$ cat src/rtl/pc_gen_if.sv
// pc_gen_if: fetch-side bundle for pc_gen. Trace signals exist only when PC_TRACE_EN is defined.
`default_nettype none

interface pc_gen_if #(
    parameter int WIDTH       = 32
`ifdef PC_TRACE_EN
    , parameter int TRACE_DEPTH = 8
`endif
);
    logic             hit;
    logic             redirect_valid;
    logic [WIDTH-1:0] redirect_target;
    logic             exc_valid;
    logic [WIDTH-1:0] pc_out;
    logic             pc_valid;
    logic             redirect_pend;
    logic             misaligned;

`ifdef PC_TRACE_EN
    localparam int c_TW = $clog2(TRACE_DEPTH);
    logic [c_TW-1:0]  trace_idx;
    logic [WIDTH-1:0] trace_pc;
    logic [c_TW:0]    trace_count;

    modport master (
        output hit, redirect_valid, redirect_target, exc_valid, trace_idx,
        input  pc_out, pc_valid, redirect_pend, misaligned, trace_pc, trace_count
    );
    modport slave (
        input  hit, redirect_valid, redirect_target, exc_valid, trace_idx,
        output pc_out, pc_valid, redirect_pend, misaligned, trace_pc, trace_count
    );
`else
    modport master (
        output hit, redirect_valid, redirect_target, exc_valid,
        input  pc_out, pc_valid, redirect_pend, misaligned
    );
    modport slave (
        input  hit, redirect_valid, redirect_target, exc_valid,
        output pc_out, pc_valid, redirect_pend, misaligned
    );
`endif
endinterface

`default_nettype wire

$ cat src/rtl/pc_gen.sv
//------------------------------------------------------------------------------
// pc_gen : fetch program-counter generator (step / redirect / exception vector,
//          stall on I-cache miss, held redirect). Optional PC trace ring: PC_TRACE_EN.
// Rev 1.0
//------------------------------------------------------------------------------
`default_nettype none

module pc_gen #(
    parameter int               WIDTH        = 32,
    parameter logic [WIDTH-1:0] RESET_VECTOR = 32'h0000_0000,
    parameter logic [WIDTH-1:0] EXC_VECTOR   = 32'h0000_0080,
    parameter int               STEP         = 4,
    parameter int               ALIGN_BITS   = 2
`ifdef PC_TRACE_EN
    , parameter int             TRACE_DEPTH  = 8
`endif
) (
    input  wire logic clk,
    input  wire logic rst,
    pc_gen_if.slave   bus
);

    typedef enum logic [1:0] {
        S_BOOT = 2'd0,
        S_RUN  = 2'd1,
        S_PEND = 2'd2
    } state_t;

    localparam logic [WIDTH-1:0] c_STEP       = WIDTH'(STEP);
    localparam logic [WIDTH-1:0] c_ALIGN_MASK = WIDTH'((64'd1 << ALIGN_BITS) - 64'd1);

    state_t           r_state;
    logic [WIDTH-1:0] r_pc;
    logic [WIDTH-1:0] r_pend_target;
    logic             r_valid;
    logic             r_pend;
    logic             r_mis;

    state_t           w_next_state;
    logic [WIDTH-1:0] w_next_pc;
    logic [WIDTH-1:0] w_next_target;

    always_comb begin
        w_next_state  = r_state;
        w_next_pc     = r_pc;
        w_next_target = r_pend_target;
        if (r_state == S_BOOT) begin
            w_next_state = S_RUN;
        end else begin
            // Unreachable encodings fall back to RUN
            w_next_state = (r_state == S_PEND) ? S_PEND : S_RUN;
            if (bus.exc_valid) begin
                w_next_pc    = EXC_VECTOR;
                w_next_state = S_RUN;
            end else if (bus.redirect_valid && bus.hit) begin
                w_next_pc    = bus.redirect_target;
                w_next_state = S_RUN;
            end else if (bus.redirect_valid) begin
                w_next_target = bus.redirect_target;
                w_next_state  = S_PEND;
            end else if (bus.hit && r_state == S_PEND) begin
                w_next_pc    = r_pend_target;
                w_next_state = S_RUN;
            end else if (bus.hit) begin
                w_next_pc = r_pc + c_STEP;
            end
        end
    end

    always_ff @(posedge clk or posedge rst) begin
        if (rst) begin
            r_state       <= S_BOOT;
            r_pc          <= RESET_VECTOR;
            r_pend_target <= '0;
            r_valid       <= 1'b0;
            r_pend        <= 1'b0;
            r_mis         <= |(RESET_VECTOR & c_ALIGN_MASK);
        end else begin
            r_state       <= w_next_state;
            r_pc          <= w_next_pc;
            r_pend_target <= w_next_target;
            r_valid       <= 1'b1;
            r_pend        <= (w_next_state == S_PEND);
            r_mis         <= |(w_next_pc & c_ALIGN_MASK);
        end
    end

    assign bus.pc_out        = r_pc;
    assign bus.pc_valid      = r_valid;
    assign bus.redirect_pend = r_pend;
    assign bus.misaligned    = r_mis;

`ifdef PC_TRACE_EN
    localparam int              c_TW   = $clog2(TRACE_DEPTH);
    localparam logic [c_TW:0]   c_FULL = (c_TW+1)'(TRACE_DEPTH);

    logic [WIDTH-1:0] r_ring [TRACE_DEPTH];
    logic [c_TW-1:0]  r_wr_ptr;
    logic [c_TW:0]    r_count;
    logic [c_TW-1:0]  w_rd_ptr;

    always_ff @(posedge clk or posedge rst) begin
        if (rst) begin
            for (int i = 0; i < TRACE_DEPTH; i++) begin
                r_ring[i] <= '0;
            end
            r_wr_ptr <= '0;
            r_count  <= '0;
        end else if (r_state != S_BOOT && bus.hit) begin
            r_ring[r_wr_ptr] <= r_pc;
            r_wr_ptr         <= r_wr_ptr + c_TW'(1);
            if (r_count != c_FULL) begin
                r_count <= r_count + (c_TW+1)'(1);
            end
        end
    end

    // Index 0 is the entry written most recently, one behind the write pointer
    assign w_rd_ptr        = r_wr_ptr - c_TW'(1) - bus.trace_idx;
    assign bus.trace_pc    = ({1'b0, bus.trace_idx} < r_count) ? r_ring[w_rd_ptr] : '0;
    assign bus.trace_count = r_count;
`endif

endmodule

`default_nettype wire

$ cat src/flat_wrapper.sv
// flat-port wrapper written by rule: the top's interface ports become plain ports
module pc_gen_flat 
#(
    parameter int               WIDTH        = 32,
    parameter logic [WIDTH-1:0] RESET_VECTOR = 32'h0000_0000,
    parameter logic [WIDTH-1:0] EXC_VECTOR   = 32'h0000_0080,
    parameter int               STEP         = 4,
    parameter int               ALIGN_BITS   = 2

)
  (clk, rst, bus_hit, bus_redirect_valid, bus_redirect_target, bus_exc_valid, bus_pc_out, bus_pc_valid, bus_redirect_pend, bus_misaligned);
  pc_gen_if #(.WIDTH(WIDTH)) bus_i ();
  input  wire logic clk;
  input  wire logic rst;
  input wire logic [$bits(bus_i.hit)-1:0] bus_hit;
  input wire logic [$bits(bus_i.redirect_valid)-1:0] bus_redirect_valid;
  input wire logic [$bits(bus_i.redirect_target)-1:0] bus_redirect_target;
  input wire logic [$bits(bus_i.exc_valid)-1:0] bus_exc_valid;
  output wire logic [$bits(bus_i.pc_out)-1:0] bus_pc_out;
  output wire logic [$bits(bus_i.pc_valid)-1:0] bus_pc_valid;
  output wire logic [$bits(bus_i.redirect_pend)-1:0] bus_redirect_pend;
  output wire logic [$bits(bus_i.misaligned)-1:0] bus_misaligned;
  assign bus_i.hit = bus_hit;
  assign bus_i.redirect_valid = bus_redirect_valid;
  assign bus_i.redirect_target = bus_redirect_target;
  assign bus_i.exc_valid = bus_exc_valid;
  assign bus_pc_out = bus_i.pc_out;
  assign bus_pc_valid = bus_i.pc_valid;
  assign bus_redirect_pend = bus_i.redirect_pend;
  assign bus_misaligned = bus_i.misaligned;
  pc_gen #(.WIDTH(WIDTH), .RESET_VECTOR(RESET_VECTOR), .EXC_VECTOR(EXC_VECTOR), .STEP(STEP), .ALIGN_BITS(ALIGN_BITS)) u_core (.clk(clk), .rst(rst), .bus(bus_i));
endmodule
$ cat config.mk
export PLATFORM = sky130hd
export DESIGN_NAME = pc_gen_flat
export DESIGN_NICKNAME = d
export VERILOG_FILES = /design/src/rtl/pc_gen_if.sv /design/src/rtl/pc_gen.sv /design/src/flat_wrapper.sv
export SDC_FILE = /design/constraint.sdc
export NUM_CORES = 1
export LEC_CHECK = 0
export ABC_AREA = 1
export CAP_MARGIN = 20
export CORE_UTILIZATION = 40
export DETAILED_ROUTE_END_ITERATION = 8
export GPL_TIMING_DRIVEN = 0
export SKIP_CTS_REPAIR_TIMING = 1
export SLEW_MARGIN = 20
export SYNTH_ARGS = -nofsm -noshare
export SYNTH_HDL_FRONTEND = slang
export SYNTH_SLANG_ARGS = --single-unit
export TNS_END_PERCENT = 1
$ cat constraint.sdc
create_clock -name clk -period 4.58 [get_ports clk]
set_input_delay 0.458 -clock clk [delete_from_list [all_inputs] [get_ports clk]]
set_output_delay 0.458 -clock clk [all_outputs]
set_load 0.01 [all_outputs]
==> Word-level counts from Yosys, hierarchy flattened <==
Index checks and enable logic that the tools add are counted.
{ "word_totals": {"ff_bits": 69, "inputBits": 37, "output_inout_bits": 35, "wordCells": 33} }
{ "classes": {"addsub": 1, "eq_ne": 3, "muxes": 12, "bitwise_logic": 3, "n_reduce_logical": 7} }
{ "ops": {"columns": ["cell", "n"], "rows": [
  ["32-bit two-way mux", 5],
  ["32-bit by 3-bit adder with 32-bit output (second input constant)", 1],
  ["2-bit two-way mux", 7],
  ["2-bit equality test (second input constant)", 2],
  ["4-bit AND reduction", 1],
  ["4-bit nonzero test", 1],
  ["3-bit by 1-bit inequality test with 1-bit output (second input constant)", 1],
  ["1-bit NOT", 3],
  ["3-bit AND reduction", 1],
  ["1-bit logical AND", 2],
  ["2-bit logical NOT", 1],
  ["2-bit OR reduction", 1]
]} }

==> Longest topological paths before layout <==
Gate-level depths: netlist of run 1.
{ "logic_depth": {"depth_word": 8, "mapped_depth": 12, "depth_no_buf": 12} }

==> Worst setup path after synthesis of run 1 <==
Ideal clock, no wire load.
{ "synth_timing": {"path_type": "flip-flop to flip-flop", "startpoint": "reg u_core.r_pc[2], in the netlist u_core.bus.pc_out[2]", "endpoint": "reg u_core.r_pc[26], in the netlist u_core.bus.pc_out[26]", "setup_ns": 0.120, "arrival_time_ns": 1.453, "slack_ns": 3.007, "path_stages_with_launch": 11, "synth_period_minus_slack_ns": 1.573, "path_cell_list": "dfrtp_1 ha_1 nand2_1 nor2_4 nand2_4 nor2_4 nand2_1 nor2_1 nor2_1 o21ai_1 nand2_1"} }
{ "synth_between": {"elab_chain_cells": 6} }
{ "synth_rtl": {"columns": ["element", "line", "rtl"], "rows": [
  ["start, declared", "pc_gen.sv:33", "logic [WIDTH-1:0] r_pc;"],
  ["start signal, assigned", "pc_gen.sv:80", "r_pc <= w_next_pc;"],
  ["32-bit by 3-bit adder with 32-bit output", "pc_gen.sv:65", "w_next_pc = r_pc + c_STEP;"],
  ["32-bit two-way mux", "pc_gen.sv:64", "end else if (bus.hit) begin"],
  ["32-bit two-way mux", "pc_gen.sv:61", "end else if (bus.hit && r_state == S_PEND) begin"],
  ["32-bit two-way mux", "pc_gen.sv:58", "end else if (bus.redirect_valid) begin"],
  ["32-bit two-way mux", "pc_gen.sv:55", "end else if (bus.redirect_valid && bus.hit) begin"],
  ["32-bit two-way mux", "pc_gen.sv:52", "if (bus.exc_valid) begin"]
]} }
No other way between the ends. The select of a mux whose other input is x is not followed.
A chain may end at the register's enable or synchronous reset.

==> Worst setup path in the final report of run 1 <==
{ "layout_timing": {"startpoint": "in bus_hit", "endpoint": "reg u_core.r_pc[23], in the netlist u_core.bus.pc_out[23]"} }
{ "layout_between": {"elab_chain_cells": 5} }
{ "layout_rtl": {"columns": ["element", "line", "rtl"], "rows": [
  ["start, declared", "flat_wrapper.sv:15", "input wire logic [$bits(bus_i.hit)-1:0] bus_hit;"],
  ["1-bit logical AND", "pc_gen.sv:61", null],
  ["32-bit two-way mux", "pc_gen.sv:61", null],
  ["32-bit two-way mux", "pc_gen.sv:58", null],
  ["32-bit two-way mux", "pc_gen.sv:55", null],
  ["32-bit two-way mux", "pc_gen.sv:52", null]
]} }
Several ways; a longest one is shown, not always the timed one. The select of a mux whose other input is x is not followed.

==> results.sh, run 1 <==
export IMPL_criticalPathCategory="in2reg"
export IMPL_yosysSeqAreaShare_pct=41.2
export IMPL_grt_pass1_vias=3991
export IMPL_grt_antenna_before_repair=0
export IMPL_synth_common_cells="200 x nand2_1, 79 x inv_1, 69 x dfrtp_1"
export IMPL_timing_fmax_mhz=477
export IMPL_die_x_um=104
export IMPL_synth_cell_types=38
export IMPL_drt_total_wl_mm=12.9
export IMPL_pwr_share_clk_pct=31.0
export IMPL_max_cap_violations=0
export IMPL_fp_row_count=36
export IMPL_ys_warn_count=0
export IMPL_rsz0062_at_grt="false"
export IMPL_fillers=1024
export IMPL_worstMarginPinSlew_ns=0.623
export IMPL_routed_via_count=4274
export IMPL_grt_first_pass_wirelength_mm=20.7
export IMPL_combPwrFrac_pct=18.4
export IMPL_root_buffer="clkbuf_8"
export IMPL_cts_made_buffers=9
export IMPL_cts_tree="yes"
export IMPL_avgSynthCellArea_um2=6.88
export IMPL_clock_sinks=69
export IMPL_dr_first_iter_drc_count=242
export IMPL_core_um2=9950
export IMPL_routedWlPerCell_um=15.6
export IMPL_path_clk_slew_ns=0.08
export IMPL_switching_share_pct=30.6
export IMPL_syn_to_final_growth_pct=25.0
export IMPL_synth_top_cell_area_share_pct=41.2
export IMPL_synth_most_common_cell="nand2_1"
export IMPL_postRouteAntennaNets=0
export IMPL_die_area_um2=10900
export IMPL_drc=0
export IMPL_setup_viol_count_final=0
export IMPL_switchingPower_uw=433
export IMPL_ys_flop_type="dfrtp_1"
export IMPL_slew_headroom_pct=58.5
export IMPL_period_needed_ns=2.10
export IMPL_dp_hpwl_mm=9.60
export IMPL_critPathMaxStageDelay_ns=0.63
export IMPL_nets=729
export IMPL_drt_pass1_iterations=7
export IMPL_ff2ff_setup_slack_ns=2.73
export IMPL_gr_total_overflow=0
export IMPL_cp_start_kind="input pin"
export IMPL_skew_ns=0.00945
export IMPL_clk_latency_ns=0.35
export IMPL_gp_congestion=0.907
export IMPL_syn_inst=609
export IMPL_fin_util_pct=52.6
export IMPL_status="complete, no violations"
export IMPL_numPortBuffers=70
export IMPL_vias_per_cell=5.16
export IMPL_crit_slowest_cell="clkdlybuf4s50_1"
export IMPL_internal_power_uw=983
export IMPL_hp_class="in2async"
export IMPL_multiInputGateArea_um2=2030
export IMPL_crit_required_ns=4.82
export IMPL_initial_core_util_pct=42.1
export IMPL_die_h_um=104
export IMPL_clk_path_buf_depth=2
export IMPL_grt_max_degree=38
export IMPL_diodes=0
export IMPL_syn_nets=647
export IMPL_ios=72
export IMPL_arrival_ns=2.33
export IMPL_power_leakage_uw=0.00243
export IMPL_synth_async_reset_ratio_pct=100
export IMPL_ff_latch_area_um2=1730
export IMPL_tns_ns=0
export IMPL_p_seq_share_pct=50.6
export IMPL_synth_edf_count=0
export IMPL_fin_crit_sh_pct=45.8
export IMPL_hold_viol_final=0
export IMPL_ys_ff_latch=69
export IMPL_cp_end_kind="flop"
export IMPL_peakVddDrop_uv=139
export IMPL_cp_cell_sequence="clkdlybuf4s50_1 -> inv_1 -> a21oi_2 -> inv_1 -> buf_2 -> nand2_1 -> nand2_1"
export IMPL_final_max_slew_viol_count=0
export IMPL_syn_area_um2=4190
export IMPL_power_density_nw_per_um2=270
export IMPL_synthTopCellsByArea="dfrtp_1 41%, nand2_1 18%, inv_1 7.1%"
export IMPL_critPathMaxFanout=10
export IMPL_synth_largest_area_cell="dfrtp_1"
export IMPL_drive_above_1_share_pct=8.48
export IMPL_track_usage_pct=24.8
export IMPL_htreeDepth=3
==> critical path: cells and delay by family <==
kind	cells	cell delay, ns
and+or+nand+nor	2	0.14
buffers and inverters	4	1.34
AOI/OAI and AO/OA	1	0.38
==> power by group through the flow <==
| stage | registers (µW) | logic (µW) | clock network, µW |
|---|---|---|---|
| CTS | 717 | 262 | 449 |
| finish | 717 | 260 | 439 |
| detailed placement | 728 | 261 | 0 |
| floorplan | 724 | 141 | 0 |
| global placement | 728 | 253 | 0 |
| global route | 725 | 289 | 478 |
==> final cells by class <==
class	count	share of cell area, %
multi-input cells	437	38.7
flip-flops and latches	69	33.0
repair buffers	71	13.8
inverters	83	6.09
well taps	133	3.18
clock buffers	11	2.51
plain buffers	20	2.27
clock inverters	5	0.526
==> through the flow <==
step	cell area, µm²	total power, µW	instances	hold WS, ns	worst slack, ns
final	5240	1420	829	0.461	2.48
after global routing	5240	1490	829	0.487	2.39
after CTS	5240	1430	829	0.470	2.50
after detailed placement	5080	989	813	0.460	2.14
after global placement	5060	981	812	0.455	1.05
after floorplan	4190	865	609	0.443	2.38
==> path summary, 6_finish.rpt <==
kind,start,endpoint,cells after the start
max,bus_hit,u_core.bus.pc_out[23],7
min,rst,u_core.r_pend_target[5],2
max reg2reg,u_core.bus.pc_out[2],u_core.bus.pc_out[30],12
min reg2reg,u_core.r_pend_target[20],u_core.r_pend_target[20],2
max in group asynchronous,rst,u_core.r_pend_target[23],3
min in group clk,u_core.r_pend_target[20],u_core.r_pend_target[20],2
==> registers in the layout, indices dropped and copies added (netlist names) <==
signal and cells:
u_core.bus.redirect_pend 1, u_core.bus.pc_out 32, u_core.bus.misaligned 1, u_core.r_state 2, u_core.bus.pc_valid 1, u_core.r_pend_target 32
==> kinds of logic (layout without fill, tap and decap cells) <==
logic type | Yosys count | in the layout | share of synthesized area (%)
AO/OA/AOI/OAI | 99 | 99 | 12.6
XOR/XNOR | 4 | 4 | 0.836
adder cells (fa/ha/maj) | 1 | 1 | 0.299
buffers and inverters | 103 | 190 | 10.4
flip-flops | 69 | 69 | 41.2
multiplexers | 2 | 2 | 0.627
other | 1 | 1 | 0.0895
AND/OR/NAND/NOR | 330 | 330 | 34.0
==> layer usage <==
layer / vias to the layer above / share of wire [%] / track usage [%]
met3: 23 / 6.4 / 4.26
met5: - / 0 / 0
met1: 2021 / 45 / 33.3
met2: 149 / 46 / 39.4
li1: 2081 / - / -
met4: 0 / 2.7 / 9.80
==> cells in the final DEF (no fill, tap or decap), types with 4 or more instances in the layout <==
cell	netlist	final
nand3_1	46	46
o21ai_0	56	56
buf_6	4	4
nor2_2	5	5
o21ai_1	6	6
clkdlybuf4s50_1	0	70
clkbuf_1	4	6
inv_1	79	78
dfrtp_1	69	69
clkbuf_8	0	9
nand2_1	200	200
nand4_1	4	4
buf_2	11	11
o22ai_1	4	4
nor2_4	5	5
clkinv_2	0	4
nand2_2	5	5
nor2_1	57	57
a21oi_1	25	25
No activity file was read; power rests on OpenSTA's default activity.
==> run 2: changes to the inputs <==
PLACE_DENSITY = 0.66   (was default)
clock period = 1.8 ns   (was 4.58 ns; I/O delays follow)
==> run 2 against run 1 <==
Against the previous run: via count rose by 1.4%; clock skew is 0.0049 ns lower; clock power increased to 2.7 times the previous value; combinational power rose to 2.6 times the previous value; sequential share of layout area fell by 0.77 points; global-route usage is 0.33 points higher; sequential cell count is the same; die area unchanged; register-to-register slack lost 2.7 ns.
==> results.sh, run 2 (synthesized netlist as in run 1, its figures left out) <==
export IMPL_syn_to_final_growth_pct=28.3
export IMPL_p_seq_share_pct=49.5
export IMPL_rsz0062_at_grt="true"
export IMPL_dp_worst_setup_slack_ns=-0.288
export IMPL_crit_path_start="bus_hit"
export IMPL_cp_endpoint="u_core.bus.pc_out[26]"
export IMPL_critPathMaxFanout=10
export IMPL_initial_core_util_pct=42.1
export IMPL_criticalPathCategory="in2reg"
export IMPL_max_cap_violations=0
export IMPL_ios=72
export IMPL_slew_headroom_pct=54.7
export IMPL_clk_path_buf_depth=2
export IMPL_vias_per_cell=5.19
export IMPL_numPortBuffers=70
export IMPL_period_needed_ns=1.75
export IMPL_fin_util_pct=54.0
export IMPL_gr_total_overflow=0
export IMPL_skew_ns=0.00459
export IMPL_cp_start_kind="input pin"
export IMPL_internal_power_uw=2630
export IMPL_routed_via_count=4334
export IMPL_timing_fmax_mhz=572
export IMPL_drc=0
export IMPL_grt_max_degree=32
export IMPL_routedWlPerCell_um=15.6
export IMPL_ff2ff_setup_slack_ns=0.05
export IMPL_combPwrFrac_pct=18.4
export IMPL_diodes=0
export IMPL_arrival_ns=1.98
export IMPL_core_um2=9950
export IMPL_cp_end_kind="flop"
export IMPL_drt_pass1_iterations=6
export IMPL_drt_total_wl_mm=13.1
export IMPL_cts_tree="yes"
export IMPL_postRouteAntennaNets=0
export IMPL_path_clk_slew_ns=0.07
export IMPL_peakVddDrop_uv=358
export IMPL_r2r_start="u_core.bus.pc_out[3]"
export IMPL_hold_viol_final=0
export IMPL_htreeDepth=3
export IMPL_power_leakage_uw=0.00250
export IMPL_final_max_slew_viol_count=0
export IMPL_switching_share_pct=29.0
export IMPL_r2r_end="u_core.bus.pc_out[30]"
export IMPL_fin_crit_sh_pct=97.2
export IMPL_die_h_um=104
export IMPL_grt_first_pass_wirelength_mm=21.3
export IMPL_status="complete, no violations"
export IMPL_dr_first_iter_drc_count=257
export IMPL_grt_antenna_before_repair=0
export IMPL_hp_class="in2async"
export IMPL_power_density_nw_per_um2=690
export IMPL_layout_commonest_cell="nand2_1"
export IMPL_finalWorstSetupSlack_ns=0.0510
export IMPL_track_usage_pct=25.1
export IMPL_pwr_share_clk_pct=32.1
export IMPL_die_area_um2=10900
export IMPL_dp_hpwl_mm=9.57
export IMPL_fp_row_count=36
export IMPL_switchingPower_uw=1080
export IMPL_reg2reg_depth=12
export IMPL_nets=736
export IMPL_timing_hold_ws_ns=0.129
export IMPL_grt_pass1_vias=4189
export IMPL_clk_latency_ns=0.34
export IMPL_gp_congestion=0.915
export IMPL_die_x_um=104
export IMPL_tns_ns=0
export IMPL_drive_above_1_share_pct=10.7
export IMPL_setup_viol_count_final=0
export IMPL_clock_sinks=69
export IMPL_final_cell_mix="199 x nand2_1, 78 x inv_1, 70 x clkdlybuf4s50_1"
export IMPL_worstMarginPinSlew_ns=0.680
export IMPL_cts_made_buffers=9
export IMPL_root_buffer="clkbuf_8"
export IMPL_crit_required_ns=2.04
-- run 2: power groups by stage --
stage,Combinational (µW),Sequential [µW],Clock (µW)
5_1_grt,772,1850,1290
4_1_cts,671,1830,1210
3_5_place_dp,668,1860,0
3_3_place_gp,640,1850,0
6_report,684,1830,1190
2_1_floorplan,358,1840,0
-- run 2: per-stage QoR --
stage               cell area (µm²)  power, µW  std cells
floorplan                      4190       2200        609
global placement               5060       2490        812
detailed placement             5100       2530        814
CTS                            5280       3710        829
global route                   5370       3920        835
finish                         5370       3710        835
-- run 2: how the worst min path moves through the flow --
stage	start	end	depth (start not counted)	slack, ns
floorplan	bus_redirect_target[13]	u_core.r_pend_target[13]	2	0.32
global placement	u_core.r_pend_target[13]	u_core.r_pend_target[13]	2	0.46
detailed placement	u_core.r_pend_target[13]	u_core.r_pend_target[13]	2	0.47
CTS	rst	u_core.r_pend_target[5]	2	0.13
global route	rst	u_core.bus.pc_valid	2	0.13
finish	rst	u_core.r_pend_target[5]	2	0.13
-- run 2: layout make-up --
| class | instances | area, µm² |
|---|---|---|
| buffer | 20 | 121 |
| clock buffer | 14 | 173 |
| clock inverter | 1 | 5.00 |
| fill | 958 | 4580 |
| inverter | 83 | 320 |
| multi-input combinational | 437 | 2070 |
| sequential | 69 | 1730 |
| tap | 133 | 166 |
| timing repair buffer | 78 | 786 |
-- run 2: worst max-delay path, stage by stage --
cell and delay [ns]:
clkdlybuf4s50_1 0.63, inv_1 0.15, a21oi_2 0.35, inv_1 0.25, buf_2 0.27, nand2_1 0.09
nand2_1 0.05
-- run 2: per-layer routing --
metal  vias up  routed length [µm]  global-route usage, %
met5         -                   0                      0
met4         0                 327                   9.08
met3        26                 936                   4.45
met2       191                6180                   41.0
met1      2023                5620                   33.1
li1       2094                   -                      -
